--- config.mk ---
export PLATFORM = sky130hd
export DESIGN_NAME = bist_lfsr_misr_flat
export DESIGN_NICKNAME = d
export VERILOG_FILES = /design/src/rtl/bist_pkg.sv /design/src/rtl/bist_lfsr_misr_if.sv /design/src/rtl/bist_galois_reg.sv /design/src/rtl/bist_lfsr_misr.sv /design/src/flat_wrapper.sv
export SDC_FILE = /design/constraint.sdc
export NUM_CORES = 1
export LEC_CHECK = 0
export ABC_AREA = 0
export CELL_PAD_IN_SITES_DETAIL_PLACEMENT = 0
export CELL_PAD_IN_SITES_GLOBAL_PLACEMENT = 1
export CORE_ASPECT_RATIO = 2
export CORE_UTILIZATION = 39
export DETAILED_ROUTE_END_ITERATION = 8
export PLACE_DENSITY_LB_ADDON = 0.1
export REMOVE_ABC_BUFFERS = 1
export SLEW_MARGIN = 20
export SYNTH_ARGS = -nofsm -noshare
export SYNTH_HDL_FRONTEND = slang
export SYNTH_SLANG_ARGS = --single-unit
export TNS_END_PERCENT = 1
--- constraint.sdc ---
create_clock -name CK -period 3.5 [get_ports CK]
set_clock_uncertainty 0.1 [all_clocks]
set_input_delay 0.7 -clock CK [delete_from_list [all_inputs] [get_ports CK]]
set_output_delay 0.7 -clock CK [all_outputs]
set_load 0.01 [all_outputs]
--- src/rtl/bist_pkg.sv ---
// Shared types and helpers for the LFSR/MISR BIST engine: controller states,
// the generic Galois step and default feedback masks.
package bist_pkg;

  typedef enum logic [1:0] {
    ST_IDLE,
    ST_RUN,
    ST_DRAIN,
    ST_DONE
  } bist_state_e;

  localparam logic [3:0]  POLY_W4  = 4'hC;
  localparam logic [7:0]  POLY_W8  = 8'hB8;
  localparam logic [15:0] POLY_W16 = 16'hB400;
  localparam logic [31:0] POLY_W32 = 32'h8020_0003;

  // Operands are zero-extended to 64 bits; callers truncate back to their width.
  function automatic logic [63:0] galois_step(input logic [63:0] s, input logic [63:0] poly);
    return (s >> 1) ^ (s[0] ? poly : 64'd0);
  endfunction

  function automatic logic [63:0] default_poly(input int w);
    case (w)
      4:       return 64'(POLY_W4);
      8:       return 64'(POLY_W8);
      16:      return 64'(POLY_W16);
      32:      return 64'(POLY_W32);
      default: return 64'd0;
    endcase
  endfunction

endpackage

--- src/rtl/bist_lfsr_misr_if.sv ---
// Bundle between the chip test controller (master) and the BIST engine (slave),
// including the CUT pattern/response path.
interface bist_lfsr_misr_if #(
  parameter int WIDTH = 16,
  parameter int CNT_W = 16
);
  logic             START;
  logic             ABORT;
  logic [CNT_W-1:0] NPAT;
  logic [WIDTH-1:0] RESP_IN;
  logic [WIDTH-1:0] GOLDEN;
  logic [WIDTH-1:0] PATTERN;
  logic             PAT_VALID;
  logic             BUSY;
  logic             DONE;
  logic [WIDTH-1:0] SIGNATURE;
  logic             PASS;

  modport master (
    output START, ABORT, NPAT, RESP_IN, GOLDEN,
    input  PATTERN, PAT_VALID, BUSY, DONE, SIGNATURE, PASS
  );

  modport slave (
    input  START, ABORT, NPAT, RESP_IN, GOLDEN,
    output PATTERN, PAT_VALID, BUSY, DONE, SIGNATURE, PASS
  );
endinterface

--- src/rtl/bist_galois_reg.sv ---
// Galois shift register with load and enable; serves as the pattern LFSR
// (xor_in tied low) or as the response MISR (xor_in = CUT response).
module bist_galois_reg
  import bist_pkg::*;
#(
  parameter int               WIDTH   = 16,
  parameter logic [WIDTH-1:0] POLY    = WIDTH'(default_poly(WIDTH)),
  parameter logic [WIDTH-1:0] RST_VAL = '0
) (
  input  logic             CK,
  input  logic             RSTN,
  input  logic             load,
  input  logic [WIDTH-1:0] load_val,
  input  logic             en,
  input  logic [WIDTH-1:0] xor_in,
  output logic [WIDTH-1:0] q
);

  logic [WIDTH-1:0] r_q;
  logic [WIDTH-1:0] w_step;

  assign w_step = WIDTH'(galois_step(64'(r_q), 64'(POLY)));

  always_ff @(posedge CK or negedge RSTN) begin
    if (!RSTN) begin
      r_q <= RST_VAL;
    end else if (load) begin
      r_q <= load_val;
    end else if (en) begin
      r_q <= w_step ^ xor_in;
    end
  end

  assign q = r_q;

endmodule

--- src/rtl/bist_lfsr_misr.sv ---
// BIST engine: applies NPAT LFSR patterns to a CUT, compacts its responses
// (arriving LAT cycles later) in a MISR and compares against a golden signature.
module bist_lfsr_misr
  import bist_pkg::*;
#(
  parameter int               WIDTH = 16,
  parameter logic [WIDTH-1:0] POLY  = WIDTH'(default_poly(WIDTH)),
  parameter logic [WIDTH-1:0] SEED  = WIDTH'(1),
  parameter int               CNT_W = 16,
  parameter int               LAT   = 1
) (
  input  logic               CK,
  input  logic               RSTN,
  bist_lfsr_misr_if.slave    bus
);

  localparam logic [WIDTH-1:0] SEED_EFF = (SEED == '0) ? WIDTH'(1) : SEED;

  bist_state_e      r_state;
  logic             r_pat_valid;
  logic             r_busy;
  logic             r_done;
  logic [CNT_W-1:0] r_cnt;
  logic [CNT_W-1:0] r_npat;
  logic [LAT-1:0]   r_vld;

  logic [LAT-1:0]   w_vld_nxt;
  logic             w_cap_en;
  logic             w_drained;
  logic             w_start;
  logic [WIDTH-1:0] w_lfsr;
  logic [WIDTH-1:0] w_misr;

  // Valid pipe tracks patterns in flight through the CUT; its tail gates the MISR.
  assign w_vld_nxt = LAT'({r_vld, r_pat_valid});
  assign w_cap_en  = r_vld[LAT-1];
  assign w_drained = (w_vld_nxt == '0);
  assign w_start   = bus.START && !bus.ABORT && (r_state == ST_IDLE || r_state == ST_DONE);

  always_ff @(posedge CK or negedge RSTN) begin
    if (!RSTN) begin
      r_state     <= ST_IDLE;
      r_pat_valid <= 1'b0;
      r_busy      <= 1'b0;
      r_done      <= 1'b0;
      r_cnt       <= '0;
      r_npat      <= '0;
      r_vld       <= '0;
    end else if (bus.ABORT) begin
      r_state     <= ST_IDLE;
      r_pat_valid <= 1'b0;
      r_busy      <= 1'b0;
      r_done      <= 1'b0;
      r_cnt       <= '0;
      r_vld       <= '0;
    end else begin
      r_vld <= w_vld_nxt;
      case (r_state)
        ST_IDLE, ST_DONE: begin
          if (bus.START) begin
            r_npat <= bus.NPAT;
            r_cnt  <= '0;
            if (bus.NPAT == '0) begin
              r_state <= ST_DONE;
              r_done  <= 1'b1;
            end else begin
              r_state     <= ST_RUN;
              r_pat_valid <= 1'b1;
              r_busy      <= 1'b1;
              r_done      <= 1'b0;
            end
          end
        end
        ST_RUN: begin
          r_cnt <= r_cnt + CNT_W'(1);
          if (r_cnt == r_npat - CNT_W'(1)) begin
            r_state     <= ST_DRAIN;
            r_pat_valid <= 1'b0;
          end
        end
        ST_DRAIN: begin
          if (w_drained) begin
            r_state <= ST_DONE;
            r_busy  <= 1'b0;
            r_done  <= 1'b1;
          end
        end
        default: r_state <= ST_IDLE;
      endcase
    end
  end

  // LFSR holds through an abort; the MISR is cleared by start or abort.
  bist_galois_reg #(
    .WIDTH   (WIDTH),
    .POLY    (POLY),
    .RST_VAL (SEED_EFF)
  ) u_lfsr (
    .CK       (CK),
    .RSTN     (RSTN),
    .load     (w_start),
    .load_val (SEED_EFF),
    .en       (r_pat_valid && !bus.ABORT),
    .xor_in   ('0),
    .q        (w_lfsr)
  );

  bist_galois_reg #(
    .WIDTH   (WIDTH),
    .POLY    (POLY),
    .RST_VAL ('0)
  ) u_misr (
    .CK       (CK),
    .RSTN     (RSTN),
    .load     (w_start || bus.ABORT),
    .load_val ('0),
    .en       (w_cap_en),
    .xor_in   (bus.RESP_IN),
    .q        (w_misr)
  );

  assign bus.PATTERN   = w_lfsr;
  assign bus.PAT_VALID = r_pat_valid;
  assign bus.BUSY      = r_busy;
  assign bus.DONE      = r_done;
  assign bus.SIGNATURE = w_misr;
  assign bus.PASS      = r_done && (w_misr == bus.GOLDEN);

endmodule

--- src/flat_wrapper.sv ---
// flat-port wrapper written by rule: the top's interface ports become plain ports
module bist_lfsr_misr_flat import bist_pkg::*;
#(
  parameter int               WIDTH = 16,
  parameter logic [WIDTH-1:0] POLY  = WIDTH'(default_poly(WIDTH)),
  parameter logic [WIDTH-1:0] SEED  = WIDTH'(1),
  parameter int               CNT_W = 16,
  parameter int               LAT   = 1
)
  (CK, RSTN, bus_START, bus_ABORT, bus_NPAT, bus_RESP_IN, bus_GOLDEN, bus_PATTERN, bus_PAT_VALID, bus_BUSY, bus_DONE, bus_SIGNATURE, bus_PASS);
  bist_lfsr_misr_if #(.WIDTH(WIDTH), .CNT_W(CNT_W)) bus_i ();
  input  logic CK;
  input  logic RSTN;
  input wire logic [$bits(bus_i.START)-1:0] bus_START;
  input wire logic [$bits(bus_i.ABORT)-1:0] bus_ABORT;
  input wire logic [$bits(bus_i.NPAT)-1:0] bus_NPAT;
  input wire logic [$bits(bus_i.RESP_IN)-1:0] bus_RESP_IN;
  input wire logic [$bits(bus_i.GOLDEN)-1:0] bus_GOLDEN;
  output wire logic [$bits(bus_i.PATTERN)-1:0] bus_PATTERN;
  output wire logic [$bits(bus_i.PAT_VALID)-1:0] bus_PAT_VALID;
  output wire logic [$bits(bus_i.BUSY)-1:0] bus_BUSY;
  output wire logic [$bits(bus_i.DONE)-1:0] bus_DONE;
  output wire logic [$bits(bus_i.SIGNATURE)-1:0] bus_SIGNATURE;
  output wire logic [$bits(bus_i.PASS)-1:0] bus_PASS;
  assign bus_i.START = bus_START;
  assign bus_i.ABORT = bus_ABORT;
  assign bus_i.NPAT = bus_NPAT;
  assign bus_i.RESP_IN = bus_RESP_IN;
  assign bus_i.GOLDEN = bus_GOLDEN;
  assign bus_PATTERN = bus_i.PATTERN;
  assign bus_PAT_VALID = bus_i.PAT_VALID;
  assign bus_BUSY = bus_i.BUSY;
  assign bus_DONE = bus_i.DONE;
  assign bus_SIGNATURE = bus_i.SIGNATURE;
  assign bus_PASS = bus_i.PASS;
  bist_lfsr_misr #(.WIDTH(WIDTH), .POLY(POLY), .SEED(SEED), .CNT_W(CNT_W), .LAT(LAT)) u_core (.CK(CK), .RSTN(RSTN), .bus(bus_i));
endmodule
* After elaboration in Yosys (flattened, before gate mapping)
Cells that the tools add are included.
** Storage, ports and cells
- Logic and storage cells :: 73
- Output and inout bits :: 36
- Bits of input ports :: 52
- Bits in registers :: 70
** Cells by class
- Bitwise logic cells :: 4
- $add $sub $neg :: 2
- Reductions and logical operators :: 20
- Eq/ne operators :: 9
- Multiplexer cells :: 29
** Operator list (count)
- $mux 16 :: 8
- $eq 16x16->1 :: 2
- $pmux 16 s2 :: 1
- $xor 15x16->16 :: 2
- $add 16x1->16 const B :: 1
- $logic_not 16->1 :: 1
- $sub 16x1->16 const B :: 1
- $xor 16x16->16 :: 1
- $mux 1 :: 11
- $mux 2 :: 5
- $ne 3x3->1 const B :: 3
- $reduce_and 3->1 :: 3
- $reduce_and 4->1 :: 2
- $pmux 1 s2 :: 3
- $pmux 2 s3 :: 1
- $reduce_bool 3->1 :: 2
- $eq 2x2->1 const B :: 2
- $logic_and 1x1->1 :: 4
- $reduce_bool 2->1 :: 2
- $ne 3x2->1 const B :: 1
- $eq 2x1->1 const B :: 1
- $logic_not 2->1 :: 1
- $logic_or 1x1->1 :: 2
- $reduce_and 2->1 :: 1
- 3 further kinds :: 3

* Depth between registers and ports, before layout
Gate-level depths: netlist of run 1.
- Depth after elaboration :: 5
- Mapped depth :: 10
- Gate-level depth less buffers :: 9

* Modules after synthesis
A second synthesis of run 1 with hierarchy kept.
** Second synthesis, totals
- Cell total of the unflattened synthesis :: 457
- Area, all modules :: 4386.7 µm²
** Modules (own cells, without submodules)
- bist_lfsr_misr :: area an instance 2523.7 µm², cells each 271, times used 1, sequential area each 950.9 µm²
- bist_galois_reg at u_core.u_lfsr :: area an instance 932.1 µm², cells each 93, times used 1, sequential area each 401.6 µm²
- bist_galois_reg at u_core.u_misr :: area an instance 930.9 µm², cells each 93, times used 1, sequential area each 400.4 µm²

* Worst setup path after synthesis of run 1
OpenSTA, ideal clock, no wires.
- Path kind :: reg2reg
- From :: register u_core.r_npat[8]
- To :: register u_core.r_state[0]
- Period minus slack after synthesis :: 2561 ps
- Data arrival time :: 2342 ps
- Setup time :: 119 ps
- Data required time :: 3281 ps
- Slack :: 939 ps
- Cell stages (with the launch flop) :: 9
- Buffers on the path :: 1
- Path through :: dfrtp_1 -> buf_6 -> or4_4 -> or2_0 -> or4_1 -> a32o_1 -> and4bb_1 -> a31oi_1 -> o21ba_1
** Between the ends
- Word-level cells in the longest chain between the ends :: 4
** Ends and longest elaborated chain
- from (decl) :: line bist_lfsr_misr.sv:24 : logic [CNT_W-1:0] r_npat;
- from (signal assigned) :: line bist_lfsr_misr.sv:61 : r_npat <= bus.NPAT;
- $sub 16x1->16 :: line bist_lfsr_misr.sv:76 : if (r_cnt == r_npat - CNT_W'(1)) begin
- $eq 16x16->1 :: line bist_lfsr_misr.sv:76
- $ne 3x2->1 (no line)
- $reduce_and 3->1 (no line)
- to (signal assigned) :: line bist_lfsr_misr.sv:77 : r_state <= ST_DRAIN;
- to (signal assigned) :: line bist_lfsr_misr.sv:83 : r_state <= ST_DONE;
- to (signal assigned) :: line bist_lfsr_misr.sv:88 : default: r_state <= ST_IDLE;
- to (decl) :: line bist_lfsr_misr.sv:19 : bist_state_e r_state;
No other way between the ends.
A chain may end at the register's enable or synchronous reset.

* Worst setup path after layout of run 1
- From :: input port bus_GOLDEN[10]
- To :: output port bus_PASS
** Between the ends
- Word-level cells in the longest chain between the ends :: 2
** Ends and longest elaborated chain
- from (decl) :: line flat_wrapper.sv:18 : input wire logic [$bits(bus_i.GOLDEN)-1:0] bus_GOLDEN;
- $eq 16x16->1 :: line bist_lfsr_misr.sv:127 : assign bus.PASS = r_done && (w_misr == bus.GOLDEN);
- $logic_and 1x1->1 :: line bist_lfsr_misr.sv:127
- to (decl) :: line flat_wrapper.sv:24 : output wire logic [$bits(bus_i.PASS)-1:0] bus_PASS;
No other way between the ends.

==> results.cfg, run 1 <==
[setup_path]
crit_family = buffers and inverters
cp_data_arrival_time_ns = 2.51
rr_endpoint = u_core.r_state[0]
r2r_cells = 9
critPathLaunch = bus_GOLDEN[10]
critPathMaxFanout = 1
r2r_setup_slack_ns = 0.53
crit_type = primary input to primary output
r2r_start = u_core.r_npat[0]
cp.required_ns = 2.70
crit_path_max_incr_delay_ns = 0.58
end_kind = primary output
cp_num_buf_inv = 2
cpMaxStageDelayCell = clkdlybuf4s50_1
cp_cell_sequence = clkdlybuf4s50_1, xor2_1, nor4_1, nand4_1, nor4_1, clkdlybuf4s50_1
cp-start-kind = primary input

[clock_tree]
cts_tree = yes
clock_latency_ns = 0.33
post_cts_buffers = 0
path_clk_slew_ns = 0.06
cts_made_buffers = 9
cts.path.max_buffers = 2
ctsResizeCount = 0
clock-sinks = 70
cts_root_buf = clkbuf_16
htree_levels = 3
cts_hold_buf = 0

[global_route]
grt_max_degree = 45
grt_antenna_before_repair = 0
grt_pass1_wl_um = 16530
track_usage_pct = 21.06
grt_pass1_vias = 3364
grt_overflow = 0

[timing]
slew_headroom_pct = 38.55
rsz0062_at_grt = no
worst_pin_slew_ns = 0.9217
hold_viol = 0
timing.final.crit_share_pct = 94.63
min_period_ns = 3.312
fmax_mhz = 301.9
setup_tns_ns = 0
setup_viol = 0
maxSlewViolCount = 0

[die]
fp.dieH_um = 144.8
core-area_um2 = 9827
pin_count = 88
die_area_um2 = 10630
start_util_pct = 40.49
rows = 51
die_x_um = 73.42

[synthesis]
yosys-top-cells-count = dfrtp_1, xnor2_1, nor2_1
synthAdderAreaFrac_pct = 1.258
syn-cell-area_um2 = 3979
ys_seq_elements = 70
synth_edf_count = 0
netlist-cell-type-count = 52
synth_top_area_cell = dfrtp_1
synthCells = 418
synth_mux_area_share_pct = 4.686
synthSimpleGateAreaFrac_pct = 19.09
synth_top_family_by_area = simple AND/OR/NAND/NOR gates
yosys.area.top_type_share_pct = 43.40
syn_avg_cell_area_um2 = 9.519
yosysSeqAreaShare_pct = 44.06
yosysMostFrequentCell = dfrtp_1
yosys.area_share.xor_xnor_pct = 16.42
ys_top_cells_by_area = dfrtp_1, xnor2_1, nor2_1, nand2_1, mux2_2
ys_warn_count = 0
synthArstFlopShare_pct = 100.0
synth_top_flop_cell = dfrtp_1
synth_compound_area_share_pct = 11.51

[place]
post-place-cells = 627
dpl.hpwl_um = 7754
portBuffers = 87
gp_congestion = 0.8637

[cells_and_area]
nets = 562
layout.cells.non_filler = 643
area_growth_pct = 33.65
utilization_pct = 54.11
drive_gt1_share_pct = 9.393
diodes = 0

[drt]
firstDrtPassIters = 4
ant_nets = 0
vias_per_cell = 5.185
drcViolationCount = 0
vias = 3334
drtIter0Drc = 96
wl_per_cell_um = 15.93
wirelength_um = 10240

[power]
p_per_area_nw_per_um2 = 698.9
ir_worst_vdd_v = 0.0004712
p_leak_nw = 2.049

[run_status]
status = finished, final reports clean

[worst_hold_path]
holdCritPathClass = primary input to asynchronous set/reset pin

[run]
drv_cap = 0
layout make-up:
class                           count  area [um^2]
Clock buffer                       10        229.0
Clock inverter                      6        86.33
Fill cell                         990         4509
Inverter                            9        33.78
Multi-Input combinational cell    319         2110
Sequential cell                    70         1753
Tap cell                          132        165.2
Timing Repair Buffer               97        940.9
kinds of logic after synthesis:
kind of cell,count (synthesis)
fa+ha+maj,4
buf+inv,29
simple gates,155
xor+xnor,73
mux,17
flops,70
compound gates,70
report_power, final:
group          switching [mW]  total (mW)  internal (mW)
clock network           0.342       0.965          0.622
registers               0.281        1.30           1.02
logic                   0.697        1.45          0.752
through the flow:
stage | total power, mW | cell area [um^2] | hold WS, ns | setup WS, ns
after floorplan | 2.170 | 3894 | 0.3044 | 0.7005
after global placement | 2.744 | 5002 | 0.4238 | 0.1921
after detailed placement | 2.774 | 5002 | 0.4314 | 0.1805
after CTS | 3.760 | 5318 | 0.2688 | 0.1749
after global routing | 3.979 | 5318 | 0.2792 | 0.03586
final | 3.716 | 5318 | 0.2656 | 0.1881
placed cells by master, fill, tap and decap left out, types with 10 or more instances in the layout:
| cell | n |
|---|---|
| a211oi_1 | 18 |
| a21oi_1 | 23 |
| buf_4 | 10 |
| clkdlybuf4s50_1 | 86 |
| dfrtp_1 | 69 |
| mux2_2 | 13 |
| nand2_1 | 42 |
| nand3_1 | 11 |
| nor2_1 | 49 |
| nor4_1 | 11 |
| xnor2_1 | 58 |
| xor2_1 | 14 |
metal layers:
layer	global-route usage, %	share of wire, %
met5	0	0
met4	12.04	4.0
met3	3.809	4.2
met2	39.04	54
met1	21.48	38
registers in the layout, indices dropped and copies added (netlist names):
register and flops:
u_core.bus.DONE 1, u_core.r_vld 1, u_core.bus.PAT_VALID 1, u_core.bus.BUSY 1, u_core.r_npat 16, u_core.u_misr.q 16
u_core.r_cnt 16, u_core.r_state 2, u_core.u_lfsr.q 16
worst max path at each step:
stage	depth (start not counted)	endpoint
global placement	6	bus_PASS
finish	6	bus_PASS
CTS	6	bus_PASS
global route	6	bus_PASS
floorplan	4	u_core.r_npat[10]
detailed placement	6	bus_PASS
Power figures use the tool's default switching activity.
==> run 2, diff against run 1 <==
PLACE_DENSITY = 0.88   (was unset)
PLACE_DENSITY_LB_ADDON = unset   (was 0.1)
==> run 2 against run 1 <==
  * Flip-flop and latch count did not move
  * Hold slack lost 0.023 ns
  * Register-to-register slack better by 0.10 ns
  * Sequential share of layout area increased by 0.15 points
  * Critical endpoint unchanged
  * Largest cell class unchanged
==> results.cfg, run 2 (same netlist as run 1, synthesis figures left out) <==
[run_status]
status = finished, final reports clean

[clock_tree]
cts_made_buffers = 9
ctsResizeCount = 0
path_clk_slew_ns = 0.06
cts_hold_buf = 0
cts_tree = yes
clock-sinks = 70
htree_levels = 3
cts.path.max_buffers = 2
cts_root_buf = clkbuf_16
clock_latency_ns = 0.34
post_cts_buffers = 0

[die]
rows = 51
die_x_um = 73.42
start_util_pct = 40.49
die_area_um2 = 10630
pin_count = 88
core-area_um2 = 9827
fp.dieH_um = 144.8

[setup_path]
critPathMaxFanout = 1
cpMaxStageDelayCell = clkdlybuf4s50_1
cp_num_buf_inv = 2
crit_type = primary input to primary output
cp_cell_sequence = clkdlybuf4s50_1, xor2_1, nor4_1, nand4_1, nor4_1, clkdlybuf4s50_1
cp_data_arrival_time_ns = 2.47
crit_path_max_incr_delay_ns = 0.58
cp-start-kind = primary input
cp.required_ns = 2.70
crit_family = buffers and inverters
end_kind = primary output

[worst_hold_path]
holdCritPathClass = primary input to asynchronous set/reset pin

[cells_and_area]
stdcell_area_um2 = 5294
drive_gt1_share_pct = 8.858
final_cell_mix = clkdlybuf4s50_1, dfrtp_1, xnor2_1
nets = 559
num-fill-cells = 950
diodes = 0
final_common_cell = clkdlybuf4s50_1
area_growth_pct = 33.05
utilization_pct = 53.87

[drt]
ant_nets = 0
wirelength_um = 9898
wl_per_cell_um = 15.47
vias_per_cell = 5.298
drtIter0Drc = 85
firstDrtPassIters = 4
vias = 3391
drcViolationCount = 0

[power]
ir_worst_vdd_v = 0.0004480
p_per_area_nw_per_um2 = 688.7
p_leak_nw = 2.029

[timing]
maxSlewViolCount = 0
slew_headroom_pct = 38.35
fmax_mhz = 305.7
min_period_ns = 3.271
setup_tns_ns = 0
worst_pin_slew_ns = 0.9248
rsz0062_at_grt = no
setup_ws_ns = 0.2290
setup_viol = 0
hold_ws_ns = 0.2430
hold_viol = 0
timing.final.crit_share_pct = 93.46

[place]
dpl.hpwl_um = 7481
portBuffers = 87
pre_cts_ws_ns = 0.2191
gp_congestion = 0.8180
dpl_cell_area_um2 = 4992

[global_route]
track_usage_pct = 19.67
busiest_layer = met2
met3_usage_pct = 3.740
grt_max_degree = 50
grt_pass1_vias = 3395
grt_overflow = 0
grt_pass1_wl_um = 15850
grt_antenna_before_repair = 0
met1_usage_pct = 19.68
grtUsageMet2_pct = 37.62

[run]
drv_cap = 0
## run 2: final timing paths
kind / start / endpoint / slack [ns] / depth (start not counted)
max: bus_GOLDEN[10] / bus_PASS / 0.23 / 6
min reg2reg: u_core.r_npat[15] / u_core.r_npat[15] / 0.43 / 1
max in group asynchronous: RSTN / u_core.u_lfsr.q[0] / 2.36 / 2
max reg2reg: u_core.r_npat[0] / u_core.r_state[0] / 0.63 / 9
min in group CK: u_core.r_npat[15] / u_core.r_npat[15] / 0.43 / 1
min: RSTN / u_core.r_cnt[13] / 0.24 / 1
## run 2: per-layer routing
| metal | share of wire [%] | up-vias |
|---|---|---|
| met2 | 55 | 108 |
| met4 | 3.1 | 0 |
| met5 | 0 | - |
| li1 | - | 1632 |
| met3 | 4.6 | 26 |
| met1 | 38 | 1625 |
## run 2: report_power, final
group	total (mW)	internal [mW]	switching (mW)
combinational	1.42	0.745	0.678
sequential	1.30	1.02	0.279
clock	0.924	0.572	0.351
total	3.65	2.34	1.31
## run 2: per-stage QoR
stage	total power, mW	instances
final	3.646	640
after global routing	3.886	640
after CTS	3.683	640
after detailed placement	2.739	624
after global placement	2.694	624
after floorplan	2.170	398
## run 2: cell type report
| cell class | count | area (um^2) | area share, % |
|---|---|---|---|
| clock inverters | 5 | 58.81 | 1.111 |
| clock buffers | 11 | 242.7 | 4.585 |
| well taps | 132 | 165.2 | 3.120 |
| multi-input cells | 319 | 2110 | 39.85 |
| inverters | 9 | 33.78 | 0.6381 |
| repair buffers | 94 | 930.9 | 17.58 |
| flip-flops and latches | 70 | 1753 | 33.11 |
==> run 3, diff against run 2 <==
CTS_CLUSTER_SIZE = 12   (was unset)
==> results of run 3 <==
Final layout, timing and power as in run 2 (identical DEF).
